<file path="src/rtl/mandelbrot_scheduler.sv">
// Frame-level pixel scheduler: walks a pixel grid, dispatches c values to iteration cores and
// streams tagged escape counts. Define MANDEL_SCHED_PERF_EN to add frame perf counters.
module mandelbrot_scheduler #(
  parameter int unsigned NUM_CORES      = 4,
  parameter int unsigned DATA_WIDTH     = 32,
  parameter int unsigned MAX_ITER_WIDTH = 16,
  parameter int unsigned COORD_WIDTH    = 12
) (
  input  logic                                 clk_i,
  input  logic                                 rst_i,
  input  logic                                 start_i,
  input  logic [DATA_WIDTH-1:0]                x_start_i,
  input  logic [DATA_WIDTH-1:0]                y_start_i,
  input  logic [DATA_WIDTH-1:0]                step_i,
  input  logic [COORD_WIDTH-1:0]               width_i,
  input  logic [COORD_WIDTH-1:0]               height_i,
  input  logic [MAX_ITER_WIDTH-1:0]            max_iter_i,
  output logic                                 busy_o,
  output logic                                 frame_done_o,
  output logic [NUM_CORES-1:0]                 core_start_o,
  output logic [NUM_CORES*DATA_WIDTH-1:0]      core_x0_o,
  output logic [NUM_CORES*DATA_WIDTH-1:0]      core_y0_o,
  output logic [MAX_ITER_WIDTH-1:0]            core_max_iter_o,
  input  logic [NUM_CORES*MAX_ITER_WIDTH-1:0]  core_iter_i,
  input  logic [NUM_CORES-1:0]                 core_done_i,
  output logic                                 res_valid_o,
  input  logic                                 res_ready_i,
  output logic [COORD_WIDTH-1:0]               res_col_o,
  output logic [COORD_WIDTH-1:0]               res_row_o,
  output logic [MAX_ITER_WIDTH-1:0]            res_iter_o
`ifdef MANDEL_SCHED_PERF_EN
  ,
  output logic [31:0]                          perf_cycles_o,
  output logic [31:0]                          perf_iters_o
`endif
);

  localparam int unsigned DW    = DATA_WIDTH;
  localparam int unsigned MW    = MAX_ITER_WIDTH;
  localparam int unsigned CW    = COORD_WIDTH;
  localparam int unsigned IdxW  = (NUM_CORES > 1) ? $clog2(NUM_CORES) : 1;
  localparam int unsigned IdxW1 = IdxW + 1;

  typedef enum logic [1:0] {StIdle, StRun, StDrain, StDone} state_e;
  typedef enum logic [1:0] {SlotFree, SlotLaunch, SlotWait, SlotHold} slot_e;

  state_e            state_q, state_d;
  slot_e             slot_q [NUM_CORES];
  slot_e             slot_d [NUM_CORES];
  logic [DW-1:0]     xs_q, step_q, x_acc_q, y_acc_q;
  logic [CW-1:0]     width_q, height_q, col_q, row_q;
  logic [MW-1:0]     max_iter_q;
  logic [DW-1:0]     slot_x_q [NUM_CORES];
  logic [DW-1:0]     slot_y_q [NUM_CORES];
  logic [CW-1:0]     slot_col_q [NUM_CORES];
  logic [CW-1:0]     slot_row_q [NUM_CORES];
  logic [MW-1:0]     slot_iter_q [NUM_CORES];
  logic              res_valid_q, frame_done_q;
  logic [CW-1:0]     res_col_q, res_row_q;
  logic [MW-1:0]     res_iter_q;
  logic [IdxW-1:0]   res_slot_q, rr_q, rr_next, scan_base, free_idx, grant_idx;
  logic [IdxW1-1:0]  scan_idx;
  logic              free_found, grant_found, dispatch, accept, load;
  logic              last_col, last_row, all_free, frame_start;

  assign frame_start = (state_q == StIdle) && start_i;
  assign accept      = res_valid_q && res_ready_i;
  assign load        = !res_valid_q || accept;
  assign last_col    = (col_q == width_q - CW'(1));
  assign last_row    = (row_q == height_q - CW'(1));
  assign dispatch    = (state_q == StRun) && free_found;

  always_comb begin
    free_found = 1'b0;
    free_idx   = '0;
    all_free   = 1'b1;
    for (int unsigned i = 0; i < NUM_CORES; i++) begin
      if (slot_q[i] != SlotFree) all_free = 1'b0;
      if (!free_found && slot_q[i] == SlotFree) begin
        free_found = 1'b1;
        free_idx   = IdxW'(i);
      end
    end
  end

  // Round-robin scan of HOLD slots, skipping the slot already sitting in the output register.
  always_comb begin
    rr_next     = (res_slot_q == IdxW'(NUM_CORES - 1)) ? '0 : res_slot_q + IdxW'(1);
    scan_base   = accept ? rr_next : rr_q;
    grant_found = 1'b0;
    grant_idx   = '0;
    scan_idx    = '0;
    for (int unsigned i = 0; i < NUM_CORES; i++) begin
      scan_idx = {1'b0, scan_base} + IdxW1'(i);
      if (scan_idx >= IdxW1'(NUM_CORES)) scan_idx = scan_idx - IdxW1'(NUM_CORES);
      if (!grant_found && slot_q[scan_idx[IdxW-1:0]] == SlotHold &&
          !(res_valid_q && scan_idx[IdxW-1:0] == res_slot_q)) begin
        grant_found = 1'b1;
        grant_idx   = scan_idx[IdxW-1:0];
      end
    end
  end

  always_comb begin
    state_d = state_q;
    unique case (state_q)
      StIdle:  if (start_i) state_d = (width_i == '0 || height_i == '0) ? StDone : StRun;
      StRun:   if (dispatch && last_col && last_row) state_d = StDrain;
      StDrain: if (all_free && !res_valid_q) state_d = StDone;
      StDone:  state_d = StIdle;
      default: state_d = StIdle;
    endcase
  end

  // The core still presents its previous done during LAUNCH, so only WAIT looks at it.
  always_comb begin
    for (int unsigned k = 0; k < NUM_CORES; k++) begin
      slot_d[k] = slot_q[k];
      unique case (slot_q[k])
        SlotFree:   if (dispatch && free_idx == IdxW'(k)) slot_d[k] = SlotLaunch;
        SlotLaunch: slot_d[k] = SlotWait;
        SlotWait:   if (core_done_i[k]) slot_d[k] = SlotHold;
        SlotHold:   if (accept && res_slot_q == IdxW'(k)) slot_d[k] = SlotFree;
        default:    slot_d[k] = SlotFree;
      endcase
    end
  end

  always_ff @(posedge clk_i or posedge rst_i) begin
    if (rst_i) begin
      state_q      <= StIdle;
      slot_q       <= '{default: SlotFree};
      xs_q         <= '0;
      step_q       <= '0;
      x_acc_q      <= '0;
      y_acc_q      <= '0;
      width_q      <= '0;
      height_q     <= '0;
      col_q        <= '0;
      row_q        <= '0;
      max_iter_q   <= '0;
      slot_x_q     <= '{default: '0};
      slot_y_q     <= '{default: '0};
      slot_col_q   <= '{default: '0};
      slot_row_q   <= '{default: '0};
      slot_iter_q  <= '{default: '0};
      res_valid_q  <= 1'b0;
      res_col_q    <= '0;
      res_row_q    <= '0;
      res_iter_q   <= '0;
      res_slot_q   <= '0;
      rr_q         <= '0;
      frame_done_q <= 1'b0;
    end else begin
      state_q      <= state_d;
      slot_q       <= slot_d;
      frame_done_q <= (state_q == StDone);
      if (frame_start) begin
        xs_q       <= x_start_i;
        step_q     <= step_i;
        width_q    <= width_i;
        height_q   <= height_i;
        max_iter_q <= max_iter_i;
        col_q      <= '0;
        row_q      <= '0;
        x_acc_q    <= x_start_i;
        y_acc_q    <= y_start_i;
      end
      if (dispatch) begin
        slot_x_q[free_idx]   <= x_acc_q;
        slot_y_q[free_idx]   <= y_acc_q;
        slot_col_q[free_idx] <= col_q;
        slot_row_q[free_idx] <= row_q;
        if (last_col) begin
          col_q   <= '0;
          row_q   <= row_q + CW'(1);
          x_acc_q <= xs_q;
          y_acc_q <= y_acc_q - step_q;
        end else begin
          col_q   <= col_q + CW'(1);
          x_acc_q <= x_acc_q + step_q;
        end
      end
      for (int unsigned k = 0; k < NUM_CORES; k++) begin
        if (slot_q[k] == SlotWait && core_done_i[k]) slot_iter_q[k] <= core_iter_i[k*MW +: MW];
      end
      if (accept) rr_q <= rr_next;
      if (load) begin
        res_valid_q <= grant_found;
        res_slot_q  <= grant_idx;
        res_col_q   <= slot_col_q[grant_idx];
        res_row_q   <= slot_row_q[grant_idx];
        res_iter_q  <= slot_iter_q[grant_idx];
      end
    end
  end

  always_comb begin
    core_start_o = '0;
    core_x0_o    = '0;
    core_y0_o    = '0;
    for (int unsigned k = 0; k < NUM_CORES; k++) begin
      core_start_o[k]         = (slot_q[k] == SlotLaunch);
      core_x0_o[k*DW +: DW]   = slot_x_q[k];
      core_y0_o[k*DW +: DW]   = slot_y_q[k];
    end
  end

  assign busy_o          = (state_q != StIdle);
  assign frame_done_o    = frame_done_q;
  assign core_max_iter_o = max_iter_q;
  assign res_valid_o     = res_valid_q;
  assign res_col_o       = res_col_q;
  assign res_row_o       = res_row_q;
  assign res_iter_o      = res_iter_q;

`ifdef MANDEL_SCHED_PERF_EN
  logic [31:0] perf_cycles_q, perf_iters_q;

  always_ff @(posedge clk_i or posedge rst_i) begin
    if (rst_i) begin
      perf_cycles_q <= '0;
      perf_iters_q  <= '0;
    end else if (frame_start) begin
      perf_cycles_q <= '0;
      perf_iters_q  <= '0;
    end else begin
      if (busy_o) perf_cycles_q <= perf_cycles_q + 32'd1;
      if (accept) perf_iters_q <= perf_iters_q + 32'(res_iter_q);
    end
  end

  assign perf_cycles_o = perf_cycles_q;
  assign perf_iters_o  = perf_iters_q;
`endif

endmodule

</file>
<file path="config.mk">
export PLATFORM = sky130hd
export DESIGN_NAME = mandelbrot_scheduler
export DESIGN_NICKNAME = d
export VERILOG_FILES = /design/src/rtl/mandelbrot_scheduler.sv
export SDC_FILE = /design/constraint.sdc
export NUM_CORES = 2
export LEC_CHECK = 0
export CAP_MARGIN = 10
export CORE_ASPECT_RATIO = 1.4
export CORE_UTILIZATION = 35
export DETAILED_ROUTE_END_ITERATION = 10
export PLACE_DENSITY_LB_ADDON = 0.3
export SLEW_MARGIN = 20
export SYNTH_ARGS = -nofsm -noshare
export SYNTH_HDL_FRONTEND = slang
export SYNTH_SLANG_ARGS = --single-unit
</file>
<file path="constraint.sdc">
create_clock -name clk_i -period 26 [get_ports clk_i]
set_input_delay 6.5 -clock clk_i [delete_from_list [all_inputs] [get_ports clk_i]]
set_output_delay 6.5 -clock clk_i [all_outputs]
set_load 0.02 [all_outputs]
</file>
== Yosys cells after proc, flatten, opt, wreduce, memory -nomap -nowiden ==
Index checks and enable logic that the tools add are counted.

* Register bits after elaboration: 664

* Add/sub/neg operators: 14
* Order comparisons: 11
* Equality and inequality tests: 46
* Muxes and demuxes: 87
* Bitwise gates (word level): 6
* Reduce and logical (&&, ||, !) cells: 66

{| class="wikitable"
|+ Operators by type and width
! kind !! count
|-
| 128-bit bitwise mux || 2
|-
| 32-bit two-way mux || 7
|-
| 12-bit two-way mux || 11
|-
| 48-bit bitwise mux || 2
|-
| 2-bit two-way mux || 36
|-
| 32-bit demux with 2-bit select || 1
|-
| 12-bit binary-select mux with 2-bit select || 2
|-
| 2-bit case mux with 4 select lines || 5
|-
| 2-bit equality test (second input constant) || 18
|-
| 1-bit logical AND || 33
|-
| 32-bit adder || 1
|-
| 16-bit binary-select mux with 2-bit select || 1
|-
| 16-bit two-way mux || 2
|-
| 32-bit subtractor || 1
|-
| 3-bit greater-or-equal comparator (second input constant) || 9
|-
| 12-bit by 1-bit adder with 12-bit output (second input constant) || 2
|-
| 12-bit demux with 2-bit select || 1
|-
| 12-bit equality test || 2
|-
| 12-bit logical NOT || 2
|-
| 12-bit by 1-bit subtractor with 12-bit output (second input constant) || 2
|-
| 2-bit != test (second input constant) || 10
|-
| 2-bit NOT with 3-bit output || 6
|-
| 2-bit binary-select mux with 2-bit select || 4
|-
| 3-bit AND reduction || 5
|-
| other kinds (14) || 65
|}

== Longest topological paths before layout ==
* Word-level depth: 28
* Gate-level depth with buffers: 14
* Mapped depth without buffers: 13

== Worst setup path after synthesis ==
OpenSTA, ideal clock, no wires.

* Path kind: input -> register
* Start point: in res_ready_i
* End point: reg res_col_q[0] (netlist: res_col_o[0])
* Setup time: 0.077 ns
* Data arrival time: 8.806 ns
* Setup slack: 17.117 ns
* Cell stages on the path: 12
* Buffers on the path: 2
* Cells stage by stage: buf_4 nand2b_1 or2_1 and3_1 o311ai_1 o21a_1 o21ai_0 and2_1 a211o_1 buf_6 mux2_1 o21ai_1

* Word-level cells in the longest chain between the ends: 27
* Elaborated cells on any way between the ends: 71

{| class="wikitable"
|+ RTL lines
! element !! line !! RTL
|-
| start: declaration || 27 || <nowiki>input logic res_ready_i,</nowiki>
|-
| 1-bit logical AND (*) || 67 || <nowiki>assign accept = res_valid_q && res_ready_i;</nowiki>
|-
| branches (longest 26 deep; another with 2-bit by 1-bit adder with 3-bit output) || - ||
|-
| end signal: assignment || 191 || <nowiki>res_col_q <= slot_col_q[grant_idx];</nowiki>
|-
| end: declaration || 59 || <nowiki>logic [CW-1:0] res_col_q, res_row_q;</nowiki>
|}

Every way passes the cells marked *. The select of a mux whose other input is x is not followed.
A chain may end at the register's enable or synchronous reset.

== Final worst setup path ==
* Start point: in res_ready_i
* End point: reg res_row_q[5] (netlist: res_row_o[5])

* Word-level cells in the longest chain between the ends: 27
* Elaborated cells on any way between the ends: 71

{| class="wikitable"
|+ RTL lines
! element !! line !! RTL
|-
| 1-bit logical AND (*) || 67 ||
|-
| 2-bit two-way mux (*) || - ||
|-
| named net scan_base[0] || 61 || <nowiki>logic [IdxW-1:0] res_slot_q, rr_q, rr_next, scan_base, free_idx, grant_idx;</nowiki>
|-
| branches (longest 20 deep; another with 2-bit by 1-bit adder with 3-bit output) || - ||
|-
| 2-bit two-way mux (*) || 96 || <nowiki>if (!grant_found && slot_q[scan_idx[IdxW-1:0]] == SlotHold &&</nowiki>
|-
| 2-bit NOT with 3-bit output (not written as such) (*) || 192 || <nowiki>res_row_q <= slot_row_q[grant_idx];</nowiki>
|-
| 12-bit binary-select mux with 2-bit select (*) || 192 ||
|-
| 12-bit two-way mux (not written as such) (*) (2 in series) || 192 ||
|-
| end signal: assignment || 192 ||
|-
| end: declaration || 59 ||
|}

Mark *: on every way through the listed nets, which the timed path passes. The select of a mux whose other input is x is not followed.

==> metrics.txt <==
critical path required time=26.54 ns; Combinational Power Share=51.1%; post-synthesis cell area=31800 µm²; Final Hold Violating Endpoints=0; worst min path class=reg2reg; WL per Instance=21.5 µm; switching pwr=0.00251 W; final setup margin=15.57 ns; worst skew pair latency=0.65 ns; number of buffers created by CTS=73; first-pass GRT wire length=150000 µm; Peak VDD IR=0.106 mV; IO buf count=526; Peak Freq=0.0959 GHz; detailed placer's ending HPWL=69700 µm; top post-synthesis cells by area=dfrtp_1 (52%), mux2_2 (14%), nand2_1 (4.2%); largest net degree at the start of global routing=98; Hold Crit Endpoint=xs_q[17]; layout cells sized above 1=17.8%; CTS tree=done; placed instance area=38200 µm²; number of flops mapped to enable cells by yosys=0; share of the synthesized area in the top cell type=52.2%; Pleak=17.9 nW; router iterations before antenna repair=5; Pint=0.00363 W; # Post-CTS Setup Buffers=0; worst r2r src=res_slot_q[1]; root buf cell=clkbuf_16; RSZ-0062 raised after global routing=false; Worst Setup Start Kind=primary input; Worst Clk Skew=0.0346 ns; via count of the first global-routing pass=24100; met3 WL post-DR=6810 µm; largest driver fanout on the critical path=59; Placer Congestion=0.902; GRT overflow=0; Routed met1 length=39400 µm; status=completed; Die W=257 µm; post-synthesis cell type count=87; Yosys reg bits=664; Syn Inst Count=2802; sequential share of power=31.2%; die area=92200 µm²; HP Start=xs_q[17]; Starting Density=35.4%; fraction of registers with async set/reset=100%; initial antenna violation count=29; Power Density=151 nW/µm²; clock transition at the registers of the reported paths=0.06 ns; residual DRC count=0; Final Slew Violations=0; Die Ht=359 µm; gr usage total=21.1%; hold depth=2; uppermost layer routed=met5; Worst Setup End Kind=flop; setup TNS=0 ns; # setup viols final=0; Final period util=40.1%; core area=89900 µm²; R2R cell count=13; Syn-to-layout area delta=28.0%; min cycle time layout=10.43 ns; CTS H-tree depth=3; critical path class=in2reg; Worst Path Arrival=10.97 ns; io pins=527; clock share of power=17.6%; pre-CTS setup slack=14.95 ns; Syn Nets=3104; vias after detailed routing=23300; hold buffer count at CTS=0; post-route cell area=40700 µm²; Final ANT Viol Nets=0; PostCTS Resize Cnt=0; DR iter-0 viols=1243; post-synthesis sequential area ratio=52.2%; DRT Wirelength=97300 µm; Worst R2R Setup Slack=21.34 ns; Net Sw Frac=40.9%; syn_area_per_cell=11.4 µm²; Critical R2R Capture=res_row_o[5]; clk buf depth=3; Ys Warns=0; vias per cell=5.14; DR WL met2=47500 µm; cell accounting for the most synthesized area=dfrtp_1; Worst-Margin Slew=1.09 ns; # Max-Cap Violations=0; dominant synthesized flop cell=dfrtp_1; CTS Sinks=664; Slew headroom=25.3%; Final nets=3576; Rows=130
==> per-layer routing <==
metal  GRT usage (%)  vias up
met5               0        -
met4            8.51       38
met3            5.96      174
met2            35.8      629
met1            25.0    11500
li1                -    10900
==> how the worst max path moves through the flow <==
stage | startpoint | endpoint | cells after the start
2_1_floorplan | rst_i | col_q[0] | 1
3_3_place_gp | res_ready_i | res_row_o[5] | 13
3_5_place_dp | res_ready_i | res_iter_o[12] | 13
4_1_cts | res_ready_i | res_row_o[5] | 13
5_1_grt | res_ready_i | res_row_o[1] | 13
6_report | res_ready_i | res_row_o[5] | 13
==> power by group through the flow <==
| stage | registers (W) | logic, W | clock network [W] |
|---|---|---|---|
| 4_1_cts | 0.00193 | 0.00317 | 0.00111 |
| 6_report | 0.00192 | 0.00314 | 0.00108 |
| 3_3_place_gp | 0.00193 | 0.00311 | 0 |
| 5_1_grt | 0.00199 | 0.00343 | 0.00115 |
| 3_5_place_dp | 0.00194 | 0.00315 | 0 |
| 2_1_floorplan | 0.00206 | 0.00190 | 0 |
==> cell usage in the layout, fill, tap and decap left out, types with 13 or more instances in the layout <==
cell               n
nor4_1            13
ha_1              92
nand2b_1          14
nand4_1           15
nor2_1           104
a21oi_1          107
nand3_1           31
xnor2_1           46
a31oi_1           21
dfrtp_1          664
mux2i_1          109
a211oi_1          32
nor3_1            20
o21ai_0          108
a21o_1            52
o21a_1            15
xor2_1            30
buf_4             30
nand2_1          354
mux2_1            40
mux2_2           409
clkbuf_1          13
inv_1             73
and3_1            48
o21ai_1           73
clkbuf_16         73
clkdlybuf4s50_1  526
==> critical path, cell delays in order <==
cell,delay [ns]
clkdlybuf4s50_1,0.61
and4bb_1,0.35
nor2_1,0.51
inv_2,0.13
a211o_1,0.29
o311ai_1,0.10
o21a_1,0.24
nand4_1,0.17
nand3_4,0.44
buf_4,0.85
mux2i_1,0.16
mux2_1,0.33
o21ai_1,0.13
==> flip-flops by register name (all words and copies together), names as in the netlist, 32 cells and up <==
signal and flops:
core_x0_o 128, slot_col_q 48, y_acc_q 32, core_y0_o 128, slot_iter_q 64, slot_row_q 48, x_acc_q 32, step_q 32
xs_q 32
==> synthesized netlist by cell type (6+ instances only) <==
library cell / count
a211oi_1: 32
a21o_1: 52
a21oi_1: 108
a221oi_1: 7
a31oi_1: 21
a32oi_1: 6
and2_1: 8
and3_1: 48
buf_2: 21
clkbuf_1: 122
dfrtp_1: 664
ha_1: 92
inv_1: 74
mux2_1: 40
mux2_2: 409
mux2i_1: 109
nand2_1: 358
nand2b_1: 14
nand3_1: 33
nand4_1: 15
nor2_1: 104
nor2b_1: 9
nor3_1: 20
nor4_1: 13
o211ai_1: 10
o21a_1: 15
o21ai_0: 108
o21ai_1: 73
o21bai_1: 7
o31ai_1: 9
or3_1: 7
xnor2_1: 46
xor2_1: 30
==> kinds of logic after synthesis <==
group	count (synthesis)	share of synthesized area [%]
compound gates	512	10.1
mux	558	19.3
xor+xnor	77	2.16
simple gates	662	9.42
flops	664	52.2
fa+ha+maj	94	3.74
buf+inv	235	3.04
==> cell type report <==
cell class	count	area (µm²)
fillers	8512	49200
repair buffers	556	5490
multi-input cells	1903	14300
well taps	1188	1490
clock inverters	37	473
diodes	7	17.5
inverters	76	293
flip-flops and latches	664	16600
clock buffers	97	2030
==> stage by stage <==
step / hold slack, ns / total power [W] / std cells / utilization, %
3_3_place_gp: 0.456 / 0.00504 / 4387 / 42.5
4_1_cts: 0.477 / 0.00621 / 4521 / 45.3
6_report: 0.475 / 0.00614 / 4528 / 45.3
3_5_place_dp: 0.462 / 0.00509 / 4387 / 42.5
5_1_grt: 0.491 / 0.00656 / 4525 / 45.3
2_1_floorplan: 0.439 / 0.00396 / 2802 / -
Power figures use the tool's default switching activity.
